### config.mk
export PLATFORM = sky130hd
export DESIGN_NAME = pipe_stage_buf_flat
export DESIGN_NICKNAME = d
export VERILOG_FILES = /design/src/rtl/pipe_stage_buf_if.sv /design/src/rtl/pipe_stage_buf.sv /design/src/flat_wrapper.sv
export SDC_FILE = /design/constraint.sdc
export NUM_CORES = 1
export LEC_CHECK = 0
export BUFFER_PORTS_ARGS = -buffer_cell sky130_fd_sc_hd__clkbuf_2
export CAP_MARGIN = 20
export CORE_MARGIN = 10
export CORE_UTILIZATION = 44
export CTS_BUF_LIST = sky130_fd_sc_hd__clkbuf_4 sky130_fd_sc_hd__clkbuf_8
export CTS_CLUSTER_DIAMETER = 120
export DETAILED_ROUTE_END_ITERATION = 6
export GPL_TIMING_DRIVEN = 0
export HOLD_SLACK_MARGIN = 0.15
export PLACE_DENSITY = 0.81
export SETUP_SLACK_MARGIN = 0.3
export SKIP_LAST_GASP = 1
export SLEW_MARGIN = 20
export SYNTH_ARGS = -nofsm -noshare
export SYNTH_HDL_FRONTEND = slang
export SYNTH_SLANG_ARGS = --single-unit
### constraint.sdc
create_clock -name clk -period 1.7 [get_ports clk]
set_input_delay 0.17 -clock clk [delete_from_list [all_inputs] [get_ports clk]]
set_output_delay 0.17 -clock clk [all_outputs]
set_load 0.05 [all_outputs]
### src/rtl/pipe_stage_buf_if.sv
// Handshake bundle for pipe_stage_buf: upstream valid/ready/ctrl/data in, downstream valid/ready/ctrl/data out.
interface pipe_stage_buf_if #(
    parameter int DATA_WIDTH = 32,
    parameter int CTRL_WIDTH = 4
);
    logic                  in_valid;
    logic                  in_ready;
    logic [CTRL_WIDTH-1:0] in_ctrl;
    logic [DATA_WIDTH-1:0] in_data;
    logic                  out_valid;
    logic                  out_ready;
    logic [CTRL_WIDTH-1:0] out_ctrl;
    logic [DATA_WIDTH-1:0] out_data;

    modport master (
        output in_valid, in_ctrl, in_data, out_ready,
        input  in_ready, out_valid, out_ctrl, out_data
    );

    modport slave (
        input  in_valid, in_ctrl, in_data, out_ready,
        output in_ready, out_valid, out_ctrl, out_data
    );
endinterface

### src/rtl/pipe_stage_buf.sv
// Pipeline stage register with ctrl/payload and a saturating stall counter; PIPE_STAGE_SKID_EN adds a skid entry.
// Latency: one cycle from accepted input to out_valid; outputs come straight from the main register.
// Backpressure: skid build has registered in_ready (low only when both entries held); otherwise in_ready = !out_valid | out_ready.
module pipe_stage_buf #(
    parameter int DATA_WIDTH = 32,
    parameter int CTRL_WIDTH = 4,
    parameter int CNT_WIDTH  = 16
) (
    input  logic                 clk,
    input  logic                 rst_n,
    input  logic                 flush,
    pipe_stage_buf_if.slave      bus,
    output logic [CNT_WIDTH-1:0] stall_cnt
);
    typedef enum logic [1:0] {
        EMPTY = 2'd0,
        FULL  = 2'd1,
        SKID  = 2'd2
    } state_t;

    state_t                state;
    logic                  out_valid_q;
    logic [CTRL_WIDTH-1:0] main_ctrl;
    logic [DATA_WIDTH-1:0] main_data;
    logic                  in_ready_w;
    logic                  xfer_in;
    logic                  xfer_out;

    assign bus.out_valid = out_valid_q;
    assign bus.out_ctrl  = main_ctrl;
    assign bus.out_data  = main_data;
    assign bus.in_ready  = in_ready_w;

    assign xfer_in  = bus.in_valid & in_ready_w;
    assign xfer_out = out_valid_q & bus.out_ready;

`ifdef PIPE_STAGE_SKID_EN
    logic                  in_ready_q;
    logic [CTRL_WIDTH-1:0] skid_ctrl;
    logic [DATA_WIDTH-1:0] skid_data;

    assign in_ready_w = in_ready_q;

    always_ff @(posedge clk or negedge rst_n) begin
        if (!rst_n) begin
            state       <= EMPTY;
            out_valid_q <= 1'b0;
            main_ctrl   <= '0;
            main_data   <= '0;
            skid_ctrl   <= '0;
            skid_data   <= '0;
            in_ready_q  <= 1'b1;
        end else if (flush) begin
            state       <= EMPTY;
            out_valid_q <= 1'b0;
            main_ctrl   <= '0;
            skid_ctrl   <= '0;
            in_ready_q  <= 1'b1;
        end else begin
            case (state)
                EMPTY: begin
                    if (xfer_in) begin
                        main_ctrl   <= bus.in_ctrl;
                        main_data   <= bus.in_data;
                        out_valid_q <= 1'b1;
                        state       <= FULL;
                    end
                end
                FULL: begin
                    if (xfer_in && xfer_out) begin
                        main_ctrl <= bus.in_ctrl;
                        main_data <= bus.in_data;
                    end else if (xfer_in) begin
                        // Downstream stalled: park the newcomer behind the main entry.
                        skid_ctrl  <= bus.in_ctrl;
                        skid_data  <= bus.in_data;
                        in_ready_q <= 1'b0;
                        state      <= SKID;
                    end else if (xfer_out) begin
                        out_valid_q <= 1'b0;
                        state       <= EMPTY;
                    end
                end
                SKID: begin
                    if (xfer_out) begin
                        main_ctrl  <= skid_ctrl;
                        main_data  <= skid_data;
                        in_ready_q <= 1'b1;
                        state      <= FULL;
                    end
                end
                default: begin
                    state       <= EMPTY;
                    out_valid_q <= 1'b0;
                    in_ready_q  <= 1'b1;
                end
            endcase
        end
    end
`else
    // A held entry can only be replaced in the cycle it leaves.
    assign in_ready_w = !out_valid_q | bus.out_ready;

    always_ff @(posedge clk or negedge rst_n) begin
        if (!rst_n) begin
            state       <= EMPTY;
            out_valid_q <= 1'b0;
            main_ctrl   <= '0;
            main_data   <= '0;
        end else if (flush) begin
            state       <= EMPTY;
            out_valid_q <= 1'b0;
            main_ctrl   <= '0;
        end else begin
            case (state)
                EMPTY: begin
                    if (xfer_in) begin
                        main_ctrl   <= bus.in_ctrl;
                        main_data   <= bus.in_data;
                        out_valid_q <= 1'b1;
                        state       <= FULL;
                    end
                end
                FULL: begin
                    if (xfer_in) begin
                        main_ctrl <= bus.in_ctrl;
                        main_data <= bus.in_data;
                    end else if (xfer_out) begin
                        out_valid_q <= 1'b0;
                        state       <= EMPTY;
                    end
                end
                default: begin
                    state       <= EMPTY;
                    out_valid_q <= 1'b0;
                end
            endcase
        end
    end
`endif

    always_ff @(posedge clk or negedge rst_n) begin
        if (!rst_n) begin
            stall_cnt <= '0;
        end else if (!flush && out_valid_q && !bus.out_ready && !(&stall_cnt)) begin
            stall_cnt <= stall_cnt + 1'b1;
        end
    end
endmodule

### src/flat_wrapper.sv
// flat-port wrapper written by rule: the top's interface ports become plain ports
module pipe_stage_buf_flat 
#(
    parameter int DATA_WIDTH = 32,
    parameter int CTRL_WIDTH = 4,
    parameter int CNT_WIDTH  = 16
)
  (clk, rst_n, flush, stall_cnt, bus_in_valid, bus_in_ctrl, bus_in_data, bus_out_ready, bus_in_ready, bus_out_valid, bus_out_ctrl, bus_out_data);
  pipe_stage_buf_if #(.DATA_WIDTH(DATA_WIDTH), .CTRL_WIDTH(CTRL_WIDTH)) bus_i ();
  input  logic clk;
  input  logic rst_n;
  input  logic flush;
  output logic [CNT_WIDTH-1:0] stall_cnt;
  input wire logic [$bits(bus_i.in_valid)-1:0] bus_in_valid;
  input wire logic [$bits(bus_i.in_ctrl)-1:0] bus_in_ctrl;
  input wire logic [$bits(bus_i.in_data)-1:0] bus_in_data;
  input wire logic [$bits(bus_i.out_ready)-1:0] bus_out_ready;
  output wire logic [$bits(bus_i.in_ready)-1:0] bus_in_ready;
  output wire logic [$bits(bus_i.out_valid)-1:0] bus_out_valid;
  output wire logic [$bits(bus_i.out_ctrl)-1:0] bus_out_ctrl;
  output wire logic [$bits(bus_i.out_data)-1:0] bus_out_data;
  assign bus_i.in_valid = bus_in_valid;
  assign bus_i.in_ctrl = bus_in_ctrl;
  assign bus_i.in_data = bus_in_data;
  assign bus_i.out_ready = bus_out_ready;
  assign bus_in_ready = bus_i.in_ready;
  assign bus_out_valid = bus_i.out_valid;
  assign bus_out_ctrl = bus_i.out_ctrl;
  assign bus_out_data = bus_i.out_data;
  pipe_stage_buf #(.DATA_WIDTH(DATA_WIDTH), .CTRL_WIDTH(CTRL_WIDTH), .CNT_WIDTH(CNT_WIDTH)) u_core (.clk(clk), .rst_n(rst_n), .flush(flush), .bus(bus_i), .stall_cnt(stall_cnt));
endmodule
# Yosys cells after proc, flatten, opt, wreduce, memory -nomap -nowiden
# Index checks and enable logic that the tools add are counted.
dict set report word_totals {
  register_bits 55
  input_bits 41
  output_inout_bits 54
  elab_cells 42
}
dict set report op_classes {
  addsub 1
  n_eq_ne 4
  mux 13
  bitwise 4
  n_reduce_logical 15
}
# op count
set ops {}
lappend ops {{$add A16 B1 Y16 const B} 1}
lappend ops {{$reduce_and A16 Y1} 1}
lappend ops {{$mux W4} 3}
lappend ops {{$mux W2} 4}
lappend ops {{$ne A3 B2 Y1 const B} 2}
lappend ops {{$reduce_and A3 Y1} 2}
lappend ops {{$logic_not A1 Y1} 4}
lappend ops {{$mux W1} 4}
lappend ops {{$pmux W2 S2} 1}
lappend ops {{$reduce_bool A2 Y1} 2}
lappend ops {{$logic_and A1 B1 Y1} 3}
lappend ops {{$ne A3 B3 Y1 const B} 1}
lappend ops {{$and A1 B1 Y1} 2}
lappend ops {{$eq A2 B1 Y1 const B} 1}
lappend ops {{$logic_not A2 Y1} 1}
lappend ops {{$pmux W1 S2} 1}
lappend ops {{$reduce_and A2 Y1} 1}
lappend ops {{$reduce_or A2 Y1} 1}
lappend ops {{$not A1 Y1} 1}
lappend ops {{$or A1 B1 Y1} 1}

# Depth between registers and ports, before layout
# Gate-level depths: netlist of run 1.
dict set report logic_depth {
  word_depth 6
  ltp_mapped 6
}

# Least setup slack after synthesis of run 1
# OpenSTA, ideal clock, no wires.
dict set report synth_path {
  kind {register to register}
  from {register u_core.stall_cnt[0]}
  to {register u_core.stall_cnt[12]}
  setup_time_ps 128
  t_arrival_ps 2131
  required_ps 1572
  slack_ps -559
  path_stages_with_launch 7
  path_buffers 1
  period_less_slack_ps 2259
  path_cell_list {dfrtp_1 ha_1 nand3_2 or3_1 buf_2 or3_1 mux2_1}
}
dict set report synth_via {
  elab_chain_cells 3
}
# item line
set synth_rtl {}
lappend synth_rtl {{from (decl)} pipe_stage_buf.sv:13} ;# output logic [CNT_WIDTH-1:0] stall_cnt
lappend synth_rtl {{from (signal assigned)} pipe_stage_buf.sv:146} ;# stall_cnt <= stall_cnt + 1'b1;
lappend synth_rtl {{parallel branches: the longest is 3 deep, another holds $add A16 B1 Y16} -}
# Parallel ways; which one is timed is not known.
# A chain may end at the register's enable or synchronous reset.

# Worst setup path after layout of run 1
# Same ends and word-level chain as after synthesis.

==> results of run 1 <==
==> flip-flops by register name, summed over array words and instances (netlist names) <==
name and count:
u_core.bus.out_data 32, u_core.bus.out_ctrl 4, u_core.stall_cnt 16, u_core.state 1
==> path summary, 6_finish.rpt <==
path,end
worst min-delay path,u_core.state[0]$_DFFE_PN0P_
worst max-delay path,u_core.stall_cnt[12]$_DFFE_PN0P_
min in group asynchronous,u_core.bus.out_data[9]$_DFFE_PN0P_
worst max register to register,u_core.stall_cnt[12]$_DFFE_PN0P_
worst min register to register,u_core.bus.out_data[31]$_DFFE_PN0P_
max in group asynchronous,u_core.stall_cnt[6]$_DFFE_PN0P_
==> routing by layer <==
metal  part of all wire (%)  up-vias  global-route usage (%)
met1                     34     1000                   15.85
met2                     55       84                   33.23
li1                       -      924                       -
met3                    7.5       20                   6.068
met4                    3.1        0                   6.499
met5                      0        -                       0
==> power by group through the flow <==
stage	clock (mW)	combinational, mW	sequential (mW)
floorplan	0	0.285	2.31
global placement	0	1.30	1.63
detailed placement	0	1.33	1.65
CTS	0.846	1.56	1.60
global route	0.891	1.78	1.64
finish	0.829	1.70	1.62
==> final cells by class <==
type | count | area share (%)
flip-flops and latches | 53 | 34.34
repair buffers | 167 | 30.33
multi-input cells | 101 | 28.31
well taps | 67 | 2.150
plain buffers | 6 | 1.829
clock buffers | 5 | 1.765
clock inverters | 2 | 0.8986
inverters | 2 | 0.1926
diodes | 3 | 0.1926
==> kinds of logic after synthesis <==
family / count (synthesis) / share of synthesized area, %
xor+xnor: 13 / 5.203
flops: 53 / 60.61
buf+inv: 8 / 1.944
fa+ha+maj: 1 / 0.5717
simple gates: 45 / 11.84
compound gates: 8 / 2.173
mux: 34 / 17.67
==> per-stage QoR <==
step	total power [mW]	hold slack (ns)	util (%)	std cells	setup WS, ns
final	4.148	0.2088	81.46	406	-0.1458
after global routing	4.313	0.2270	81.46	406	-0.1810
after global placement	2.931	0.4014	58.59	323	-0.1826
after detailed placement	2.975	0.3004	58.64	323	-0.2377
after CTS	4.000	0.1704	77.15	398	-0.1325
after floorplan	2.600	-0.1256	-	162	-0.3385
==> tightest hold or removal path, stage by stage <==
cell and delay [ns]:
sky130_fd_sc_hd__clkbuf_2 0.11, sky130_fd_sc_hd__buf_6 0.15, sky130_fd_sc_hd__a21oi_1 0.05
==> cell usage in the layout (no fill, tap or decap), types with 2 or more instances in the layout <==
| cell type | n |
|---|---|
| sky130_fd_sc_hd__buf_4 | 25 |
| sky130_fd_sc_hd__nand4_1 | 4 |
| sky130_fd_sc_hd__mux2_4 | 34 |
| sky130_fd_sc_hd__clkbuf_8 | 5 |
| sky130_fd_sc_hd__nor4_4 | 2 |
| sky130_fd_sc_hd__a21oi_1 | 5 |
| sky130_fd_sc_hd__nor2_1 | 4 |
| sky130_fd_sc_hd__nand2_1 | 8 |
| sky130_fd_sc_hd__inv_1 | 2 |
| sky130_fd_sc_hd__nor3_2 | 4 |
| sky130_fd_sc_hd__dfrtp_2 | 10 |
| sky130_fd_sc_hd__dfrtp_1 | 43 |
| sky130_fd_sc_hd__or3_4 | 2 |
| sky130_fd_sc_hd__nand3_1 | 5 |
| sky130_fd_sc_hd__xor2_1 | 12 |
| sky130_fd_sc_hd__nor3_1 | 2 |
| sky130_fd_sc_hd__buf_8 | 5 |
| sky130_fd_sc_hd__clkbuf_2 | 91 |
| sky130_fd_sc_hd__buf_6 | 14 |
| sky130_fd_sc_hd__nor4b_2 | 2 |
| sky130_fd_sc_hd__nor2_4 | 2 |
| sky130_fd_sc_hd__diode_2 | 3 |
| sky130_fd_sc_hd__dlygate4sd3_1 | 37 |
==> what timing repair did <==
| item | in CTS | in global routing |
|---|---|---|
| buffers inserted | 28 | 5 |
| hold endpoints to repair | 89 | 0 |
| gates cloned | 3 | 0 |
| hold buffers | 37 | 0 |
| pin swaps | 12 | 1 |
| resized for setup | 42 | 45 |
| endpoints found under the setup margin | 47 | 50 |
==> impl_table.tex, run 1 <==
\begin{tabular}{lr}
\hline
Metric & Value \\
\hline
\multicolumn{2}{l}{\textbf{Final layout}} \\
\quad Layout cells sized above 1 & 62.20\% \\
\quad Area of the multi-input gates & 0.001104 mm2 \\
\quad Number of inserted filler cells in the final layout & 274 \\
\quad Net count, final & 378 \\
\quad Layout overhead on the synthesized area & 78.16\% \\
\quad Final std cell area, no fill & 0.003899 mm2 \\
\quad Area taken by flip-flops and latches & 0.001339 mm2 \\
\multicolumn{2}{l}{\textbf{Drt}} \\
\quad DR iter-0 viols & 82 \\
\quad Remaining antenna violation count & 0 \\
\quad \# DRC & 0 \\
\quad Detail-routed net length per standard cell & 19.59 um \\
\quad Total detailed-routing wirelength & just under 8000 um \\
\quad Total number of vias & 2,028 \\
\quad First-pass detailed-route iteration total & 4 \\
\quad Via count normalized by instance count & between 4 and 5 \\
\multicolumn{2}{l}{\textbf{Critical path}} \\
\quad Type of element launching the critical path & flop \\
\quad Cell family with the largest share of critical-path delay & simple AND/OR/NAND/NOR gates \\
\quad Buf/Inv on CP & 1 \\
\quad CP Capture Type & flop \\
\quad Startpoint of the most critical register-to-register path & u\_core.stall\_cnt[0]\$\_DFFE\_PN0P\_ \\
\quad Reg2Reg Setup Slack & -0.15 ns \\
\quad Critical path's most frequent cell & sky130\_fd\_sc\_hd\_\_or3\_4 \\
\quad Largest incremental delay on the critical path & 0.39 ns \\
\quad Arrival @ worst endpoint & roughly 2.0 ns \\
\quad Depth of the most critical reg-to-reg path & 6 \\
\quad Critical-path cell list & ha\_4 -> nand3\_4 -> or3\_4 -> buf\_6 -> or3\_4 -> mux2\_4 \\
\quad Critical Path RT & 1.89 ns \\
\quad Max Fanout on Critical Path & 2 \\
\quad Start point of the critical path & u\_core.stall\_cnt[0]\$\_DFFE\_PN0P\_ \\
\quad Cell type of the slowest stage on the worst timing path & sky130\_fd\_sc\_hd\_\_dfrtp\_2 \\
\quad Stages on the worst setup path & 6 \\
\quad Worst Path Class, Setup & flop to flop \\
\multicolumn{2}{l}{\textbf{Run}} \\
\quad Reported max-cap violation count & 0 \\
\multicolumn{2}{l}{\textbf{Floorplanning}} \\
\quad Die height & 90.53 um \\
\quad Core footprint & 0.004786 mm2 \\
\quad Die footprint & 0.008195 mm2 \\
\quad Top-level port count & between 90 and 100 \\
\quad Floorplan row count & 25 \\
\quad Horizontal die dimension & about 90 um \\
\quad Starting Density & 45.73\% \\
\multicolumn{2}{l}{\textbf{Power and ir drop}} \\
\quad Leakage & just under 2 nW \\
\quad Cell Pwr Density & 1064 mW/mm2 \\
\quad Switching power & 1.626 mW \\
\quad Switching share of total power & between 30\% and 40\% \\
\quad Portion of total power attributed to sequential cells & about two fifths \\
\quad Comb power frac & 41.0\% \\
\quad Power share of the clock group & 20.0\% \\
\quad Internal power consumption & about 2.5 mW \\
\quad Worst vdd rail ir drop & between 0.8 and 0.9 mV \\
\multicolumn{2}{l}{\textbf{Place}} \\
\quad DPL Wire Length & 4173 um \\
\quad Port Buf Inserts & 94 \\
\quad Cell Area, Placed & approximately 0.0028 mm2 \\
\quad Placer Congestion & 0.7710 \\
\multicolumn{2}{l}{\textbf{Clocking}} \\
\quad Clock slew at the register clock pins of the worst setup and hold paths & 0.09 ns \\
\quad Clock buffers created by TritonCTS & 5 \\
\quad Latest clock arrival within the worst-skew pair & 0.30 ns \\
\quad Number of buffers between clock root and the deepest sink & 2 \\
\quad Cell chosen for the clock root & sky130\_fd\_sc\_hd\_\_clkbuf\_8 \\
\quad CTS tree & yes \\
\quad Deepest level of the CTS H-tree & 2 \\
\quad CTS sink cnt & 53 \\
\multicolumn{2}{l}{\textbf{Synth}} \\
\quad Top cell types by occurrence after synthesis & 53 x sky130\_fd\_sc\_hd\_\_dfrtp\_1, 32 x sky130\_fd\_sc\_hd\_\_mux2\_2, 12 x sky130\_fd\_sc\_hd\_\_xor2\_1 \\
\quad Predominant post-synthesis flop cell & sky130\_fd\_sc\_hd\_\_dfrtp\_1 \\
\quad Dominant cells by area after synthesis & sky130\_fd\_sc\_hd\_\_dfrtp\_1 61\%, sky130\_fd\_sc\_hd\_\_mux2\_2 16\%, sky130\_fd\_sc\_hd\_\_xor2\_1 4.8\% \\
\quad Post-synthesis instance total & 162 \\
\quad Most frequent cell after synthesis & sky130\_fd\_sc\_hd\_\_dfrtp\_1 \\
\quad Post-synthesis sequential area ratio & between 60 and 70\% \\
\quad Mean area per synthesized cell & 13.51 um2 \\
\quad Area share of the leading cell type in the synthesized netlist & 60.61\% \\
\quad Syn Std Cell Area & 0.002188 mm2 \\
\quad Count of different cell masters after synthesis & 32 \\
\quad Net count after synthesis & 204 \\
\quad Share of flip-flops with an asynchronous set or reset after synthesis & 100.0\% \\
\quad EDFF count, synth & 0 \\
\quad Seq cells post-synth & 53 \\
\quad Largest area contributor in the synthesized netlist & sky130\_fd\_sc\_hd\_\_dfrtp\_1 \\
\quad Ys Warns & 0 \\
\multicolumn{2}{l}{\textbf{Worst hold path}} \\
\quad Hold path cells & 3 \\
\quad Class of the tightest hold or removal check & input pin to flop \\
\quad Launch point of the worst hold path & flush \\
\multicolumn{2}{l}{\textbf{Timing}} \\
\quad Setup repair after global routing missed its margin & yes \\
\quad Final setup skew & 0.003388 ns \\
\quad Worst-Margin Slew & 0.7160 ns \\
\quad Final setup fails & 4 \\
\quad Maximum frequency from static timing analysis & 541.8 MHz \\
\quad Final worst-path cycle share & 108.6\% \\
\quad Period minus WS final & 1.846 ns \\
\quad Final count of pins violating max slew & 0 \\
\quad Final setup slack of the worst path & -0.1458 ns \\
\quad Total Neg Setup Slack & -0.3138 ns \\
\quad Final-report hold violation count & 0 \\
\quad Relative slew margins & 52.27\% \\
\multicolumn{2}{l}{\textbf{Global route}} \\
\quad Pin count of the biggest net entering global routing & 54 \\
\quad First-pass GRT wire length & between 10,000 and 15,000 um \\
\quad Via count of the first global-routing pass & 2,226 \\
\quad Antenna violations before repair & 3 \\
\quad Aggregate global routing overflow & 0 \\
\quad Total routing usage reported by global routing & 17.17\% \\
\multicolumn{2}{l}{\textbf{Outcome}} \\
\quad Outcome & finished, violations left \\
\quad Violated checks & negative setup slack \\
\hline
\end{tabular}
Note: power is estimated with default switching activity, not from simulation.
==> inputs of run 2 (changes only) <==
--- a/config.mk
+++ b/config.mk
@@ -7,14 +7,17 @@
 export LEC_CHECK = 0
 export BUFFER_PORTS_ARGS = -buffer_cell sky130_fd_sc_hd__clkbuf_2
 export CAP_MARGIN = 20
+export CELL_PAD_IN_SITES_DETAIL_PLACEMENT = 1
+export CELL_PAD_IN_SITES_GLOBAL_PLACEMENT = 2
 export CORE_MARGIN = 10
-export CORE_UTILIZATION = 44
+export CORE_UTILIZATION = 28
 export CTS_BUF_LIST = sky130_fd_sc_hd__clkbuf_4 sky130_fd_sc_hd__clkbuf_8
 export CTS_CLUSTER_DIAMETER = 120
 export DETAILED_ROUTE_END_ITERATION = 6
+export GPL_ROUTABILITY_DRIVEN = 0
 export GPL_TIMING_DRIVEN = 0
 export HOLD_SLACK_MARGIN = 0.15
-export PLACE_DENSITY = 0.81
+export PLACE_DENSITY = 0.82
 export SETUP_SLACK_MARGIN = 0.3
 export SKIP_LAST_GASP = 1
 export SLEW_MARGIN = 20
==> constraint.sdc (replaced) <==
create_clock -name clk -period 1.7 [get_ports clk]
set_input_delay 0.17 -clock clk [delete_from_list [all_inputs] [get_ports clk]]
set_output_delay 0.17 -clock clk [all_outputs]
set_load 0.005 [all_outputs]
==> impl_table.tex, run 2 (synthesis gave the netlist of run 1 again) <==
\begin{tabular}{lr}
\hline
Metric & Value \\
\hline
\multicolumn{2}{l}{\textbf{Outcome}} \\
\quad Outcome & finished, violations left \\
\quad Violated checks & negative setup slack \\
\multicolumn{2}{l}{\textbf{Final layout}} \\
\quad Most frequent cells in the layout & 93 x sky130\_fd\_sc\_hd\_\_clkbuf\_2, 51 x sky130\_fd\_sc\_hd\_\_dfrtp\_1, 37 x sky130\_fd\_sc\_hd\_\_dlygate4sd3\_1 \\
\quad Final std cell area, no fill & 0.004100 mm2 (+5.2\%) \\
\quad Net count, final & 390 (+3.2\%) \\
\quad Ant. Diodes & 0 (-3) \\
\quad Non-filler instance count after layout & 451 (+11\%) \\
\quad Layout overhead on the synthesized area & 87.36\% \\
\quad Most common library cell in the layout ignoring fill and taps & sky130\_fd\_sc\_hd\_\_clkbuf\_2 \\
\quad Final core utilization & 53.62\% (-28 points) \\
\quad Max FFs per register & 32 (unchanged) \\
\quad Layout cells sized above 1 & 62.46\% (+0.26 points) \\
\multicolumn{2}{l}{\textbf{Critical path}} \\
\quad Largest incremental delay on the critical path & 0.41 ns (+0.02 ns) \\
\quad Cell family with the largest share of critical-path delay & simple AND/OR/NAND/NOR gates \\
\quad Max Fanout on Critical Path & 3 (+1) \\
\quad Critical-path cell list & ha\_4 -> nand3\_4 -> or3\_1 -> buf\_6 -> or3\_4 -> mux2\_4 \\
\quad Critical Path RT & 1.90 ns (about the same) \\
\quad Cell type of the slowest stage on the worst timing path & sky130\_fd\_sc\_hd\_\_dfrtp\_1 \\
\quad Arrival @ worst endpoint & 2.06 ns (+0.02 ns) \\
\quad Type of element launching the critical path & flop \\
\quad CP Capture Type & flop \\
\quad Worst Path Class, Setup & flop to flop \\
\quad Buf/Inv on CP & 1 (unchanged) \\
\multicolumn{2}{l}{\textbf{Clocking}} \\
\quad CTS tree & yes \\
\quad Latest clock arrival within the worst-skew pair & 0.31 ns (about the same) \\
\quad Cell chosen for the clock root & sky130\_fd\_sc\_hd\_\_clkbuf\_8 \\
\quad Deepest level of the CTS H-tree & 2 (unchanged) \\
\quad Number of buffers between clock root and the deepest sink & 2 (unchanged) \\
\quad CTS sink cnt & 53 (unchanged) \\
\quad Clock buffers created by TritonCTS & 5 (unchanged) \\
\quad Clock slew at the register clock pins of the worst setup and hold paths & 0.10 ns (about the same) \\
\multicolumn{2}{l}{\textbf{Drt}} \\
\quad Total detailed-routing wirelength & 8192 um (+3.0\%) \\
\quad First-pass detailed-route iteration total & 4 (unchanged) \\
\quad DR iter-0 viols & 44 (-46\%) \\
\quad Via count normalized by instance count & 4.506 (-9.8\%) \\
\quad \# DRC & 0 (unchanged) \\
\quad Remaining antenna violation count & 0 (unchanged) \\
\quad Total number of vias & 2,032 (+0.20\%) \\
\quad Detail-routed net length per standard cell & 18.16 um (-7.3\%) \\
\multicolumn{2}{l}{\textbf{Timing}} \\
\quad Total Neg Setup Slack & -0.8303 ns (-0.5165 ns) \\
\quad Maximum frequency from static timing analysis & 537.6 MHz (-0.77\%) \\
\quad Setup repair after global routing missed its margin & yes \\
\quad Relative slew margins & 50.96\% (-1.3 points) \\
\quad Final setup fails & 13 (+9) \\
\quad Worst-Margin Slew & 0.7357 ns (+0.01967 ns) \\
\quad Final setup skew & 0.01071 ns (+0.007323 ns) \\
\quad Worst-case hold slack & 0.1718 ns (-0.03696 ns) \\
\quad Final setup slack of the worst path & -0.1601 ns (-0.01437 ns) \\
\quad Final-report hold violation count & 0 (unchanged) \\
\quad Final count of pins violating max slew & 0 (unchanged) \\
\quad Final worst-path cycle share & 109.4\% (+0.85 points) \\
\quad Period minus WS final & 1.860 ns (+0.01437 ns) \\
\multicolumn{2}{l}{\textbf{Global route}} \\
\quad First-pass GRT wire length & 12,140 um (+7.3\%) \\
\quad Pin count of the biggest net entering global routing & 54 (unchanged) \\
\quad Antenna violations before repair & 0 (-3) \\
\quad Total routing usage reported by global routing & 13.03\% (-4.1 points) \\
\quad Aggregate global routing overflow & 0 (unchanged) \\
\quad Via count of the first global-routing pass & 2,353 (+5.7\%) \\
\multicolumn{2}{l}{\textbf{Place}} \\
\quad Cell Area, Placed & 0.002813 mm2 (+0.22\%) \\
\quad Port Buf Inserts & 94 (unchanged) \\
\quad Number of placed cells counting well taps & 358 (+11\%) \\
\quad DPL Wire Length & 4508 um (+8.0\%) \\
\multicolumn{2}{l}{\textbf{Power and ir drop}} \\
\quad Cell Pwr Density & 869.2 mW/mm2 (-18\%) \\
\quad Leakage & 2.034 nW (+4.0\%) \\
\quad Worst vdd rail ir drop & 0.3997 mV (-53\%) \\
\multicolumn{2}{l}{\textbf{Run}} \\
\quad Reported max-cap violation count & 0 (unchanged) \\
\multicolumn{2}{l}{\textbf{Floorplanning}} \\
\quad Die footprint & 0.01175 mm2 (+43\%) \\
\quad Starting Density & 28.62\% (-17 points) \\
\quad Floorplan row count & 32 (+28\%) \\
\quad Top-level port count & 95 (unchanged) \\
\quad Horizontal die dimension & 108.4 um (+20\%) \\
\quad Die height & 108.4 um (+20\%) \\
\quad Core footprint & 0.007647 mm2 (+60\%) \\
\multicolumn{2}{l}{\textbf{Worst hold path}} \\
\quad Class of the tightest hold or removal check & input pin to flop \\
\hline
\end{tabular}
[run 2: path summary, 6_finish.rpt]
check	startpoint	endpoint	slack (ns)	cells past startpoint
max reg2reg	u_core.stall_cnt[1]$_DFFE_PN0P_	u_core.stall_cnt[12]$_DFFE_PN0P_	-0.16	6
min reg2reg	u_core.bus.out_data[17]$_DFFE_PN0P_	u_core.bus.out_data[17]$_DFFE_PN0P_	0.52	1
max in group asynchronous	rst_n	u_core.stall_cnt[7]$_DFFE_PN0P_	0.71	2
min	bus_in_valid	u_core.state[0]$_DFFE_PN0P_	0.17	3
min in group asynchronous	rst_n	u_core.stall_cnt[4]$_DFFE_PN0P_	0.47	2
max	u_core.stall_cnt[1]$_DFFE_PN0P_	u_core.stall_cnt[12]$_DFFE_PN0P_	-0.16	6
[run 2: layout make-up]
| type | instances | area, um2 |
|---|---|---|
| clock buffer | 5 | 68.82 |
| tap | 102 | 127.6 |
| buffer | 6 | 82.58 |
| timing repair buffer | 179 | 1304 |
| inverter | 2 | 10.01 |
| multi-input combinational | 101 | 1135 |
| sequential | 53 | 1329 |
| clock inverter | 3 | 43.79 |
| fill | 818 | 3547 |
[run 2: metrics by stage]
step | worst slack (ns) | total power, mW
3_5_place_dp | -0.4547 | 2.240
5_1_grt | -0.2002 | 3.785
4_1_cts | -0.1512 | 3.403
6_report | -0.1601 | 3.564
3_3_place_gp | -0.4187 | 2.216
2_1_floorplan | -0.1831 | 1.881
[run 2: worst min-delay path, delay by kind of cell]
family / cells / cell delay, ns
buffers and inverters: 2 / 0.22
AO/OA/AOI/OAI: 1 / 0.05
[run 2: repair_timing]
| item | 4_1_cts | 5_1_grt |
|---|---|---|
| setup buffers | 36 | 9 |
| hold endpoints to repair | 89 | 0 |
| hold buffers | 37 | 0 |
| pin swaps | 22 | 11 |
| gates resized for setup | 50 | 51 |
| gates cloned | 3 | 0 |
| setup endpoints to repair | 47 | 49 |
[run 2: report_power, final]
part	internal, mW	switching, mW
combinational	0.673	0.396
sequential	1.45	0.158
clock	0.442	0.442
[run 2: metal layers]
metal  global-route usage, %  vias to the layer above  wire length (um)
met2                   25.13                       54              4550
met3                   3.926                        4               500
li1                        -                      947                 -
met5                       0                        -                 0
met4                   3.390                        0                66
met1                   13.24                     1027              3074
==> inputs of run 3 (changes only) <==
--- a/config.mk
+++ b/config.mk
@@ -18,7 +18,7 @@
 export GPL_TIMING_DRIVEN = 0
 export HOLD_SLACK_MARGIN = 0.15
 export PLACE_DENSITY = 0.82
-export SETUP_SLACK_MARGIN = 0.3
+export SETUP_SLACK_MARGIN = 0.1
 export SKIP_LAST_GASP = 1
 export SLEW_MARGIN = 20
 export SYNTH_ARGS = -nofsm -noshare
==> impl_table.tex, run 3 (synthesis gave the netlist of run 1 again) <==
\begin{tabular}{lr}
\hline
Metric & Value \\
\hline
\multicolumn{2}{l}{\textbf{Critical path}} \\
\quad Worst Path Class, Setup & flop to flop \\
\quad Arrival @ worst endpoint & 2.07 ns (about the same) \\
\quad Max Fanout on Critical Path & 4 (+1) \\
\quad Critical Path RT & 1.89 ns (about the same) \\
\quad Type of element launching the critical path & flop \\
\quad CP Capture Type & flop \\
\multicolumn{2}{l}{\textbf{Place}} \\
\quad Port Buf Inserts & 94 (unchanged) \\
\quad Pre-CTS setup slack & -0.4277 ns (+0.02700 ns) \\
\quad Cell Area, Placed & 0.002791 mm2 (-0.76\%) \\
\quad Number of placed cells counting well taps & 358 (unchanged) \\
\quad DPL Wire Length & 4696 um (+4.2\%) \\
\multicolumn{2}{l}{\textbf{Drt}} \\
\quad \# DRC & 0 (unchanged) \\
\quad First-pass detailed-route iteration total & 4 (unchanged) \\
\quad Remaining antenna violation count & 0 (unchanged) \\
\quad Total detailed-routing wirelength & 6805 um (-17\%) \\
\quad Via count normalized by instance count & 4.440 (-1.4\%) \\
\quad Total number of vias & 1,825 (-10\%) \\
\quad Detail-routed net length per standard cell & 16.56 um (-8.8\%) \\
\quad DR iter-0 viols & 30 (-32\%) \\
\multicolumn{2}{l}{\textbf{Floorplanning}} \\
\quad Top-level port count & 95 (unchanged) \\
\quad Floorplan row count & 32 (unchanged) \\
\quad Die height & 108.4 um (unchanged) \\
\quad Die footprint & 0.01175 mm2 (unchanged) \\
\quad Starting Density & 28.62\% (unchanged) \\
\quad Horizontal die dimension & 108.4 um (unchanged) \\
\quad Core footprint & 0.007647 mm2 (unchanged) \\
\multicolumn{2}{l}{\textbf{Clocking}} \\
\quad CTS tree & yes \\
\quad Latest clock arrival within the worst-skew pair & 0.29 ns (-0.02 ns) \\
\quad Clock buffers created by TritonCTS & 5 (unchanged) \\
\quad Cell chosen for the clock root & sky130\_fd\_sc\_hd\_\_clkbuf\_8 \\
\quad Number of buffers between clock root and the deepest sink & 2 (unchanged) \\
\quad CTS sink cnt & 53 (unchanged) \\
\quad Deepest level of the CTS H-tree & 2 (unchanged) \\
\quad Clock slew at the register clock pins of the worst setup and hold paths & 0.09 ns (about the same) \\
\multicolumn{2}{l}{\textbf{Final layout}} \\
\quad Layout cells sized above 1 & 55.02\% (-7.4 points) \\
\quad Net count, final & 351 (-10\%) \\
\quad Layout overhead on the synthesized area & 58.55\% \\
\quad Non-filler instance count after layout & 411 (-8.9\%) \\
\quad Final core utilization & 45.37\% (-8.2 points) \\
\quad Ant. Diodes & 0 (unchanged) \\
\quad Most frequent cells in the layout & 94 x sky130\_fd\_sc\_hd\_\_clkbuf\_2, 51 x sky130\_fd\_sc\_hd\_\_dfrtp\_1, 37 x sky130\_fd\_sc\_hd\_\_dlygate4sd3\_1 \\
\quad Number of inserted filler cells in the final layout & 833 (+1.8\%) \\
\quad Final std cell area, no fill & 0.003470 mm2 (-15\%) \\
\quad Most common library cell in the layout ignoring fill and taps & sky130\_fd\_sc\_hd\_\_clkbuf\_2 \\
\quad Max FFs per register & 32 (unchanged) \\
\multicolumn{2}{l}{\textbf{Timing}} \\
\quad Final setup fails & 11 (-2) \\
\quad Final-report hold violation count & 0 (unchanged) \\
\quad Final setup skew & 0.003304 ns (-0.007407 ns) \\
\quad Final setup slack of the worst path & -0.1883 ns (-0.02818 ns) \\
\quad Worst-Margin Slew & 0.7324 ns (-0.003230 ns) \\
\quad Maximum frequency from static timing analysis & 529.6 MHz (-1.5\%) \\
\quad Worst-case hold slack & 0.1638 ns (-0.008044 ns) \\
\quad Final worst-path cycle share & 111.1\% (+1.7 points) \\
\quad Setup repair after global routing missed its margin & yes \\
\quad Period minus WS final & 1.888 ns (+0.02818 ns) \\
\quad Total Neg Setup Slack & -1.020 ns (-0.1899 ns) \\
\quad Final count of pins violating max slew & 0 (unchanged) \\
\quad Relative slew margins & 51.17\% (+0.22 points) \\
\multicolumn{2}{l}{\textbf{Global route}} \\
\quad Antenna violations before repair & 0 (unchanged) \\
\quad Via count of the first global-routing pass & 2,002 (-15\%) \\
\quad First-pass GRT wire length & 10,520 um (-13\%) \\
\quad Aggregate global routing overflow & 0 (unchanged) \\
\quad Total routing usage reported by global routing & 11.10\% (-1.9 points) \\
\quad Pin count of the biggest net entering global routing & 54 (unchanged) \\
\multicolumn{2}{l}{\textbf{Outcome}} \\
\quad Outcome & finished, violations left \\
\quad Violated checks & negative setup slack \\
\multicolumn{2}{l}{\textbf{Power and ir drop}} \\
\quad Cell Pwr Density & 899.8 mW/mm2 (+3.5\%) \\
\quad Worst vdd rail ir drop & 0.4919 mV (+23\%) \\
\quad Overall power after layout & 3.122 mW (-12\%) \\
\quad Leakage & 1.672 nW (-18\%) \\
\multicolumn{2}{l}{\textbf{Worst hold path}} \\
\quad Class of the tightest hold or removal check & input pin to flop \\
\multicolumn{2}{l}{\textbf{Run}} \\
\quad Reported max-cap violation count & 0 (unchanged) \\
\hline
\end{tabular}
[run 3: timing repair]
action / CTS / global route
buffers inserted: 6 / 3
gates resized for setup: 16 / 16
hold buffers: 37 / 0
pin swaps: 2 / 5
endpoints found under the setup margin: 46 / 46
cloned: 0 / 0
endpoints found under the hold margin: 89 / 0
[run 3: per-layer routing]
layer	part of all wire [%]	routed length, um	up-vias	global-route usage, %
li1	-	-	857	-
met5	0	0	-	0
met4	0.21	14	0	1.977
met1	41	2809	912	12.82
met2	51	3465	54	19.31
met3	7.6	516	2	4.224
[run 3: worst paths after layout]
check,startpoint,to,slack [ns],cells past startpoint
setup / recovery,u_core.stall_cnt[1]$_DFFE_PN0P_,u_core.stall_cnt[12]$_DFFE_PN0P_,-0.19,6
hold / removal,bus_in_valid,u_core.state[0]$_DFFE_PN0P_,0.16,3
setup reg to reg,u_core.stall_cnt[1]$_DFFE_PN0P_,u_core.stall_cnt[12]$_DFFE_PN0P_,-0.19,6
hold reg to reg,u_core.bus.out_data[31]$_DFFE_PN0P_,u_core.bus.out_data[31]$_DFFE_PN0P_,0.51,1
max in group asynchronous,rst_n,u_core.stall_cnt[4]$_DFFE_PN0P_,0.69,2
min in group asynchronous,rst_n,u_core.bus.out_data[5]$_DFFE_PN0P_,0.50,2
[run 3: critical path: stages, from the launching register on]
cell                      delay, ns
sky130_fd_sc_hd__dfrtp_1       0.42
sky130_fd_sc_hd__ha_4          0.17
sky130_fd_sc_hd__nand3_4       0.07
sky130_fd_sc_hd__or3_4         0.33
sky130_fd_sc_hd__buf_6         0.13
sky130_fd_sc_hd__or3_4         0.36
sky130_fd_sc_hd__mux2_4        0.30
[run 3: area by class of cell]
class                      instances  area (um2)  area share (%)
timing repair buffer             140       918.4           26.47
inverter                           2       7.507          0.2164
sequential                        53        1329           38.30
tap                              102       127.6           3.678
clock inverter                     1       7.507          0.2164
buffer                             6       53.80           1.551
multi-input combinational        101       943.4           27.19
clock buffer                       6       82.58           2.380
[run 3: report_power, final]
| group | total (mW) | internal (mW) | switching [mW] |
|---|---|---|---|
| sequential | 1.60 | 1.45 | 0.152 |
| combinational | 0.793 | 0.471 | 0.322 |
| clock | 0.724 | 0.323 | 0.401 |
